$ cat config.mk
export PLATFORM = sky130hd
export DESIGN_NAME = comp_share_arbiter
export DESIGN_NICKNAME = d
export VERILOG_FILES = /design/src/rtl/comp_share_arbiter.sv
export SDC_FILE = /design/constraint.sdc
export NUM_CORES = 1
export LEC_CHECK = 0
export BUFFER_PORTS_ARGS = -buffer_cell sky130_fd_sc_hd__buf_2
export CORE_ASPECT_RATIO = 0.75
export CORE_MARGIN = 3
export CORE_UTILIZATION = 48
export CTS_BUF_LIST = sky130_fd_sc_hd__clkbuf_8 sky130_fd_sc_hd__clkbuf_16
export CTS_CLUSTER_SIZE = 40
export DETAILED_ROUTE_END_ITERATION = 12
export GPL_TIMING_DRIVEN = 0
export PLACE_DENSITY = 0.84
export SLEW_MARGIN = 20
export SYNTH_ARGS = -nofsm -noshare
export SYNTH_HDL_FRONTEND = slang
export SYNTH_SLANG_ARGS = --single-unit
$ cat constraint.sdc
create_clock -name clk -period 2.4 [get_ports clk]
set_input_delay 0.48 -clock clk [delete_from_list [all_inputs] [get_ports clk]]
set_output_delay 0.48 -clock clk [all_outputs]
set_load 0.02 [all_outputs]
$ cat src/rtl/comp_share_arbiter.sv
// Round-robin sharing of one external magnitude comparator among NREQ requesters.
// One compare in flight at a time: IDLE (grant) -> CMP (capture) -> RESP (pulse).
module comp_share_arbiter #(
  parameter  int NREQ  = 4,
  parameter  int WIDTH = 4,
  localparam int IDW   = (NREQ > 1) ? $clog2(NREQ) : 1
) (
  input  logic                  clk,
  input  logic                  rst_n,
  input  logic [NREQ-1:0]       req_valid,
  input  logic [NREQ*WIDTH-1:0] req_a,
  input  logic [NREQ*WIDTH-1:0] req_b,
  output logic [NREQ-1:0]       req_ready,
  output logic [WIDTH-1:0]      cmp_a,
  output logic [WIDTH-1:0]      cmp_b,
  input  logic [2:0]            cmp_r,
  output logic                  rsp_valid,
  output logic [2:0]            rsp_r,
  output logic [IDW-1:0]        rsp_id,
  output logic                  busy,
  output logic                  err
);

  typedef enum logic [1:0] {S_IDLE, S_CMP, S_RESP} state_t;

  state_t           r_state, w_next;
  logic [IDW-1:0]   r_rr_ptr, r_gnt_id, r_rsp_id;
  logic [WIDTH-1:0] r_cmp_a, r_cmp_b;
  logic [2:0]       r_rsp_r;
  logic             r_err;

  logic [IDW-1:0]   w_idx, w_gnt_idx;
  logic             w_gnt_any, w_xfer, w_onehot;

  // First pending request at or above rr_ptr, wrapping; rr_ptr itself gets top priority.
  always_comb begin
    w_idx     = '0;
    w_gnt_idx = '0;
    w_gnt_any = 1'b0;
    for (int k = 0; k < NREQ; k++) begin
      w_idx = IDW'((int'(r_rr_ptr) + k) % NREQ);
      if (!w_gnt_any && req_valid[w_idx]) begin
        w_gnt_any = 1'b1;
        w_gnt_idx = w_idx;
      end
    end
  end

  always_comb begin
    req_ready = '0;
    if (rst_n && r_state == S_IDLE && w_gnt_any)
      req_ready[w_gnt_idx] = 1'b1;
  end

  assign w_xfer   = (r_state == S_IDLE) && w_gnt_any;
  assign w_onehot = (cmp_r == 3'b100) || (cmp_r == 3'b010) || (cmp_r == 3'b001);

  always_comb begin
    w_next = r_state;
    case (r_state)
      S_IDLE:  if (w_xfer) w_next = S_CMP;
      S_CMP:   w_next = S_RESP;
      S_RESP:  w_next = S_IDLE;
      default: w_next = S_IDLE;
    endcase
  end

  always_ff @(posedge clk or negedge rst_n) begin
    if (!rst_n) r_state <= S_IDLE;
    else        r_state <= w_next;
  end

  always_ff @(posedge clk or negedge rst_n) begin
    if (!rst_n) begin
      r_rr_ptr <= '0;
      r_gnt_id <= '0;
      r_cmp_a  <= '0;
      r_cmp_b  <= '0;
      r_rsp_r  <= '0;
      r_rsp_id <= '0;
      r_err    <= 1'b0;
    end else begin
      case (r_state)
        S_IDLE: if (w_xfer) begin
          r_cmp_a  <= req_a[int'(w_gnt_idx)*WIDTH +: WIDTH];
          r_cmp_b  <= req_b[int'(w_gnt_idx)*WIDTH +: WIDTH];
          r_gnt_id <= w_gnt_idx;
        end
        S_CMP: begin
          // Raw result is passed through even when malformed; err flags it stickily.
          r_rsp_r  <= cmp_r;
          r_rsp_id <= r_gnt_id;
          if (!w_onehot) r_err <= 1'b1;
        end
        S_RESP:
          r_rr_ptr <= (r_gnt_id == IDW'(NREQ-1)) ? '0 : r_gnt_id + 1'b1;
        default: ;
      endcase
    end
  end

  assign cmp_a     = r_cmp_a;
  assign cmp_b     = r_cmp_b;
  assign rsp_valid = (r_state == S_RESP);
  assign rsp_r     = r_rsp_r;
  assign rsp_id    = r_rsp_id;
  assign busy      = (r_state != S_IDLE);
  assign err       = r_err;

endmodule

==> results.sh, run 1 <==
export IMPL_grtUsageTotal=0.217
export IMPL_p_total_mw=1.98
export IMPL_clk_latency_ps=260
export IMPL_routedWlPerCell_um=14.6
export IMPL_grt_antenna_before_repair=0
export IMPL_via_per_inst=5.41
export IMPL_antenna_cells=0
export IMPL_crit_fanout=10
export IMPL_synthCells=120
export IMPL_overflow=0
export IMPL_path_class="reg -> out"
export IMPL_cts_sinks=20
export IMPL_netlist_top_cells_area="dfrtp_1 (42%), a2111oi_2 (10%), nand2_1 (7.0%)"
export IMPL_totalWireLength_mm=3.18
export IMPL_cp_start_kind="register"
export IMPL_worstPathRequired_ps=1920
export IMPL_hold_buffers=0
export IMPL_cts_buffers=3
export IMPL_worstPathArrival_ps=1830
export IMPL_row_count=14
export IMPL_clk_pin_slew_ps=70
export IMPL_yosys_area_top_type_share=0.423
export IMPL_period_minus_slack_ps=2310
export IMPL_pwr_density_cell_nw_per_um2=1230
export IMPL_syn_num_nets=162
export IMPL_nNetsFinal=228
export IMPL_core_um2=2170
export IMPL_htreeDepth=1
export IMPL_finClkSkew_ps=2.73
export IMPL_avgSynthCellArea_um2=9.86
export IMPL_ys_seq_elements=20
export IMPL_status="finished clean"
export IMPL_die_w_um=63.3
export IMPL_slew_viol_final=0
export IMPL_gp_congestion=0.782
export IMPL_area_growth_pct=35.9
export IMPL_yosysTopAreaCell="dfrtp_1"
export IMPL_stdcell_count=217
export IMPL_fmax_mhz=432
export IMPL_grt_pass1_vias=1260
export IMPL_remaining_drc_errors=0
export IMPL_dpl_hpwl_mm=2.53
export IMPL_cts_root_buf="clkbuf_8"
export IMPL_syn_area_um2=1180
export IMPL_cts_tree="yes"
export IMPL_synth_edf_count=0
export IMPL_place_inst=212
export IMPL_num_vias=1175
export IMPL_worstRegToRegCells=5
export IMPL_worst_pin_slew_ps=590
export IMPL_hold_violations=0
export IMPL_ant_nets=0
export IMPL_grt_max_degree=23
export IMPL_rsz0062_at_grt="false"
export IMPL_tns_ps=0
export IMPL_ir_worst_vdd_mv=0.581
export IMPL_max_cap_violations=0
export IMPL_die_area_um2=3100
export IMPL_timing_final_crit_share=0.964
export IMPL_yosys_warnings=0
export IMPL_drive_gt1_frac=0.465
export IMPL_grt_first_pass_wirelength_mm=5.46
export IMPL_maxSlewHeadroom=0.605
export IMPL_drt_first_pass_iters=4
export IMPL_synth_distinct_cells=31
export IMPL_fp_dieH_um=49.0
export IMPL_pin_count=61
export IMPL_port_buffers=60
export IMPL_end_kind="primary output"
export IMPL_hold_class="in -> async"
export IMPL_synth_flop_cell="dfrtp_1"
export IMPL_setup_viol=0
export IMPL_synthArstFlopShare=1.00
export IMPL_start_util=0.545
export IMPL_ys_seq_area_frac=0.423
export IMPL_power_leakage_nw=0.778
export IMPL_cts_buffer_depth=2
export IMPL_first_iter_violations=31
cell usage in the layout (no fill, tap or decap), drive strengths merged, types with 3 or more instances in the layout:
cell type  synthesis  layout
a2111oi            8       8
inv                3       3
clkbuf             0       4
mux2i              8       8
buf                5      66
o21ai              3       3
a21boi             9       9
or2                3       3
nor2              13      13
a211oi             8       8
nand2             22      22
dfrtp             20      20
final cells by class:
cell class / count / area, µm²
Inverter: 3 / 13.8
Timing Repair Buffer: 63 / 325
Sequential cell: 20 / 502
Tap cell: 32 / 40.0
Fill cell: 165 / 563
Clock buffer: 4 / 55.1
Multi-Input combinational cell: 92 / 649
Buffer: 3 / 23.8
synthesized netlist by cell type, types with 2 or more instances:
cell and instances:
nand2_1 22, inv_2 2, buf_2 2, nor2_1 13, mux2i_1 8, a2111oi_2 8
nand2b_1 2, o21ai_0 2, nor2b_1 2, nor3_1 2, or2_1 2, buf_4 2
a211oi_1 8, mux2_1 2, a21boi_0 8, dfrtp_1 20
cell families after synthesis:
family | share of synthesized area
AOI/OAI and AO/OA | 0.259
xor gates and xnor gates | 0.00740
adders and majority gates | 0.0106
buffers and inverters | 0.0402
DFF | 0.423
muxes | 0.0867
and+or+nand+nor | 0.173
repair_timing:
action / in CTS / in global routing
buffers inserted: 0 / 3
endpoints found under the setup margin: 2 / 4
resized for setup: 0 / 5
pin swaps: 0 / 2
sequential cells by signal, summed over array words and instances (netlist names):
signal / count
r_state: 2
rsp_r: 3
rsp_id: 2
err: 1
r_gnt_id: 2
r_rr_ptr: 2
cmp_b: 4
cmp_a: 4
path summary, 6_finish.rpt:
kind                            slack (ps)   startpoint           end
worst max-delay path                    90  r_rr_ptr[1]  req_ready[2]
worst min-delay path                   170        rst_n    r_state[1]
worst max register to register         400   r_state[1]      cmp_a[0]
worst min register to register         470     rsp_r[0]      rsp_r[0]
max in group asynchronous             1890        rst_n   r_rr_ptr[1]
min in group clk                       450     cmp_r[1]      rsp_r[1]
worst max-delay path, cell delays in order, from the launching register on:
cell      delay (ps)
dfrtp_2          460
nand2_1           90
a311oi_1         120
or2_2            340
buf_4            200
nor3_2           200
buf_4            170
per-layer routing:
layer	vias up	GRT usage	routed length, µm
met3	10	0.0576	261
met1	548	0.254	1250
met2	55	0.374	1590
met4	0	0.0932	83
li1	562	-	-
met5	-	0	0
metrics by stage:
step / utilization / area, µm² / worst slack, ps / hold WS (ps)
3_5_place_dp: 0.702 / 1520 / 58.9 / 455
5_1_grt: 0.741 / 1610 / 8.85 / 185
4_1_cts: 0.725 / 1570 / 4.30 / 177
3_3_place_gp: 0.702 / 1520 / 136 / 433
6_report: 0.741 / 1610 / 87.2 / 171
2_1_floorplan: - / 1180 / 164 / 184
where the power goes:
part | leakage [nW] | internal [mW] | switching [mW]
combinational | 0.518 | 0.420 | 0.704
clock | 0.0288 | 0.146 | 0.104
sequential | 0.231 | 0.501 | 0.107
Note: power is estimated with default switching activity, not from simulation.
==> inputs of run 2 (changes only) <==
--- a/config.mk
+++ b/config.mk
@@ -5,15 +5,15 @@
 export SDC_FILE = /design/constraint.sdc
 export NUM_CORES = 1
 export LEC_CHECK = 0
-export BUFFER_PORTS_ARGS = -buffer_cell sky130_fd_sc_hd__buf_2
 export CORE_ASPECT_RATIO = 0.75
 export CORE_MARGIN = 3
-export CORE_UTILIZATION = 48
+export CORE_UTILIZATION = 65
 export CTS_BUF_LIST = sky130_fd_sc_hd__clkbuf_8 sky130_fd_sc_hd__clkbuf_16
 export CTS_CLUSTER_SIZE = 40
 export DETAILED_ROUTE_END_ITERATION = 12
+export DONT_BUFFER_PORTS = 1
 export GPL_TIMING_DRIVEN = 0
-export PLACE_DENSITY = 0.84
+export PLACE_DENSITY = 0.81
 export SLEW_MARGIN = 20
 export SYNTH_ARGS = -nofsm -noshare
 export SYNTH_HDL_FRONTEND = slang
==> run 2 against run 1 <==
Non-clock buffer count down 59. Clock power is 2% higher. Final area shrank 16%. First-iteration DRC count is 26% higher. Sequential power increased by 26%. Combinational power shrank 20%. Global-route usage up 4.7 points. Utilization grew 10 points. Largest power group unchanged. Hold slack improved by 160 ps. Largest cell class unchanged.
==> results.sh, run 2 (synthesis gave the netlist of run 1 again) <==
export IMPL_crit_chain="a21boi_1, o22a_2, and2_4, buf_4, nand3_2, nor2_4"
export IMPL_grt_first_pass_wirelength_mm=4.90
export IMPL_clk_latency_ps=260
export IMPL_nNetsFinal=169
export IMPL_gp_congestion=0.716
export IMPL_pwr_density_cell_nw_per_um2=1430
export IMPL_ant_nets=0
export IMPL_grtUsageTotal=0.265
export IMPL_fin_area_um2=1350
export IMPL_power_leakage_nw=0.551
export IMPL_totalWireLength_mm=3.11
export IMPL_crit_family="simple AND/OR/NAND/NOR gates"
export IMPL_hold_violations=0
export IMPL_clk_pin_slew_ps=80
export IMPL_start_util=0.744
export IMPL_place_inst=141
export IMPL_num_vias=1018
export IMPL_cts_sinks=20
export IMPL_reg2reg_to="cmp_a[0]"
export IMPL_mostFrequentLayoutCell="nand2_1"
export IMPL_max_cap_violations=0
export IMPL_htreeDepth=1
export IMPL_cts_root_buf="clkbuf_8"
export IMPL_holdPathStages=2
export IMPL_worstRegToRegCells=5
export IMPL_drt_first_pass_iters=4
export IMPL_finish_utilization=0.845
export IMPL_routedWlPerCell_um=21.1
export IMPL_dpl_hpwl_mm=2.14
export IMPL_end_kind="primary output"
export IMPL_cts_tree="yes"
export IMPL_cp_start_kind="register"
export IMPL_grt_max_degree=21
export IMPL_rrSetupSlack_ps=330
export IMPL_die_w_um=55.3
export IMPL_worst_path_buf_inv=1
export IMPL_crit_path_top_delay_cell="dfrtp_2"
export IMPL_placed_area_um2=1210
export IMPL_first_iter_violations=39
export IMPL_ir_worst_vdd_mv=1.08
export IMPL_stdcell_count=147
export IMPL_maxSlewHeadroom=0.388
export IMPL_finClkSkew_ps=5.82
export IMPL_fmax_mhz=426
export IMPL_pin_count=61
export IMPL_crit_fanout=10
export IMPL_r2r_start="r_state[1]"
export IMPL_status="finished clean"
export IMPL_port_buffers=0
export IMPL_grt_pass1_vias=1044
export IMPL_core_um2=1590
export IMPL_hold_class="in -> reg"
export IMPL_worstPathArrival_ps=1870
export IMPL_area_growth_pct=13.6
export IMPL_via_per_inst=6.93
export IMPL_grt_antenna_before_repair=0
export IMPL_hold_start="cmp_r[2]"
export IMPL_cts_buffers=3
export IMPL_layout_common_cells="nand2_1 (21), dfrtp_1 (19), nor2_1 (11)"
export IMPL_slew_viol_final=0
export IMPL_worst_pin_slew_ps=914
export IMPL_drive_gt1_frac=0.262
export IMPL_remaining_drc_errors=0
export IMPL_row_count=12
export IMPL_period_minus_slack_ps=2350
export IMPL_die_area_um2=2370
export IMPL_overflow=0
export IMPL_path_class="reg -> out"
export IMPL_timing_final_crit_share=0.978
export IMPL_antenna_cells=0
export IMPL_cts_buffer_depth=2
export IMPL_setup_viol=0
export IMPL_slowest_delay_ps=460
export IMPL_worstPathRequired_ps=1920
export IMPL_fp_dieH_um=43.0
export IMPL_holdPathEnd="rsp_r[2]"
==> run 2: cell types whose count changed in the layout (fill, tap and decap cells not counted), sizes merged <==
| cell | change |
|---|---|
| dlygate4sd3 | +1 |
| buf | -60 |
==> run 2: metal layers <==
| layer | global-route usage | routed length (µm) | vias up |
|---|---|---|---|
| li1 | - | - | 447 |
| met1 | 0.326 | 1260 | 502 |
| met2 | 0.434 | 1500 | 60 |
| met3 | 0.106 | 278 | 9 |
| met4 | 0.0680 | 63 | 0 |
| met5 | 0 | 0 | - |
==> run 2: cell type report <==
class	instances	area (µm²)
clock buffer	4	55.1
inverter	3	11.3
timing repair buffer	3	25.0
multi-input combinational	92	694
tap	21	26.3
buffer	4	31.3
sequential	20	502
fill	90	246
==> run 2: worst reg2reg max path: stages (launching register included) <==
cell and delay, ps:
dfrtp_1 400, or2_4 300, or2_4 290, buf_2 220, nor2_1 500, a211oi_1 200
==> run 2: worst max path at each step <==
stage	start	to	slack (ps)	depth (start not counted)
6_report	r_rr_ptr[1]	req_ready[1]	50	6
5_1_grt	r_rr_ptr[1]	req_ready[1]	-8	6
4_1_cts	r_rr_ptr[1]	req_ready[1]	-9	5
3_5_place_dp	r_state[0]	req_ready[0]	-9	6
3_3_place_gp	r_state[1]	req_ready[2]	5	6
2_1_floorplan	r_state[1]	req_ready[0]	160	6
==> run 2: power by group <==
part           total (mW)  internal, mW  switching, mW  leakage [nW]
combinational       0.899         0.335          0.564         0.291
clock               0.256         0.146          0.110        0.0288
sequential          0.763         0.500          0.263         0.231
total                1.92         0.981          0.937         0.551
==> run 2: through the flow <==
stage | hold WS (ps) | setup WS, ps | TNS [ps] | power, mW
finish | 330 | 52.4 | 0 | 1.92
floorplan | 184 | 164 | 0 | 1.37
CTS | 327 | -9.45 | -16.3 | 1.86
global route | 332 | -7.61 | -7.61 | 2.04
detailed placement | 185 | -8.68 | -8.68 | 1.55
global placement | 185 | 5.16 | 0 | 1.50
==> run 2: what timing repair did <==
item | 4_1_cts | 5_1_grt
endpoints found under the hold margin | 20 | 0
resized for setup | 9 | 5
pin swaps | 1 | 2
setup endpoints to repair | 4 | 4
hold buffers | 1 | 0
setup buffers | 0 | 2
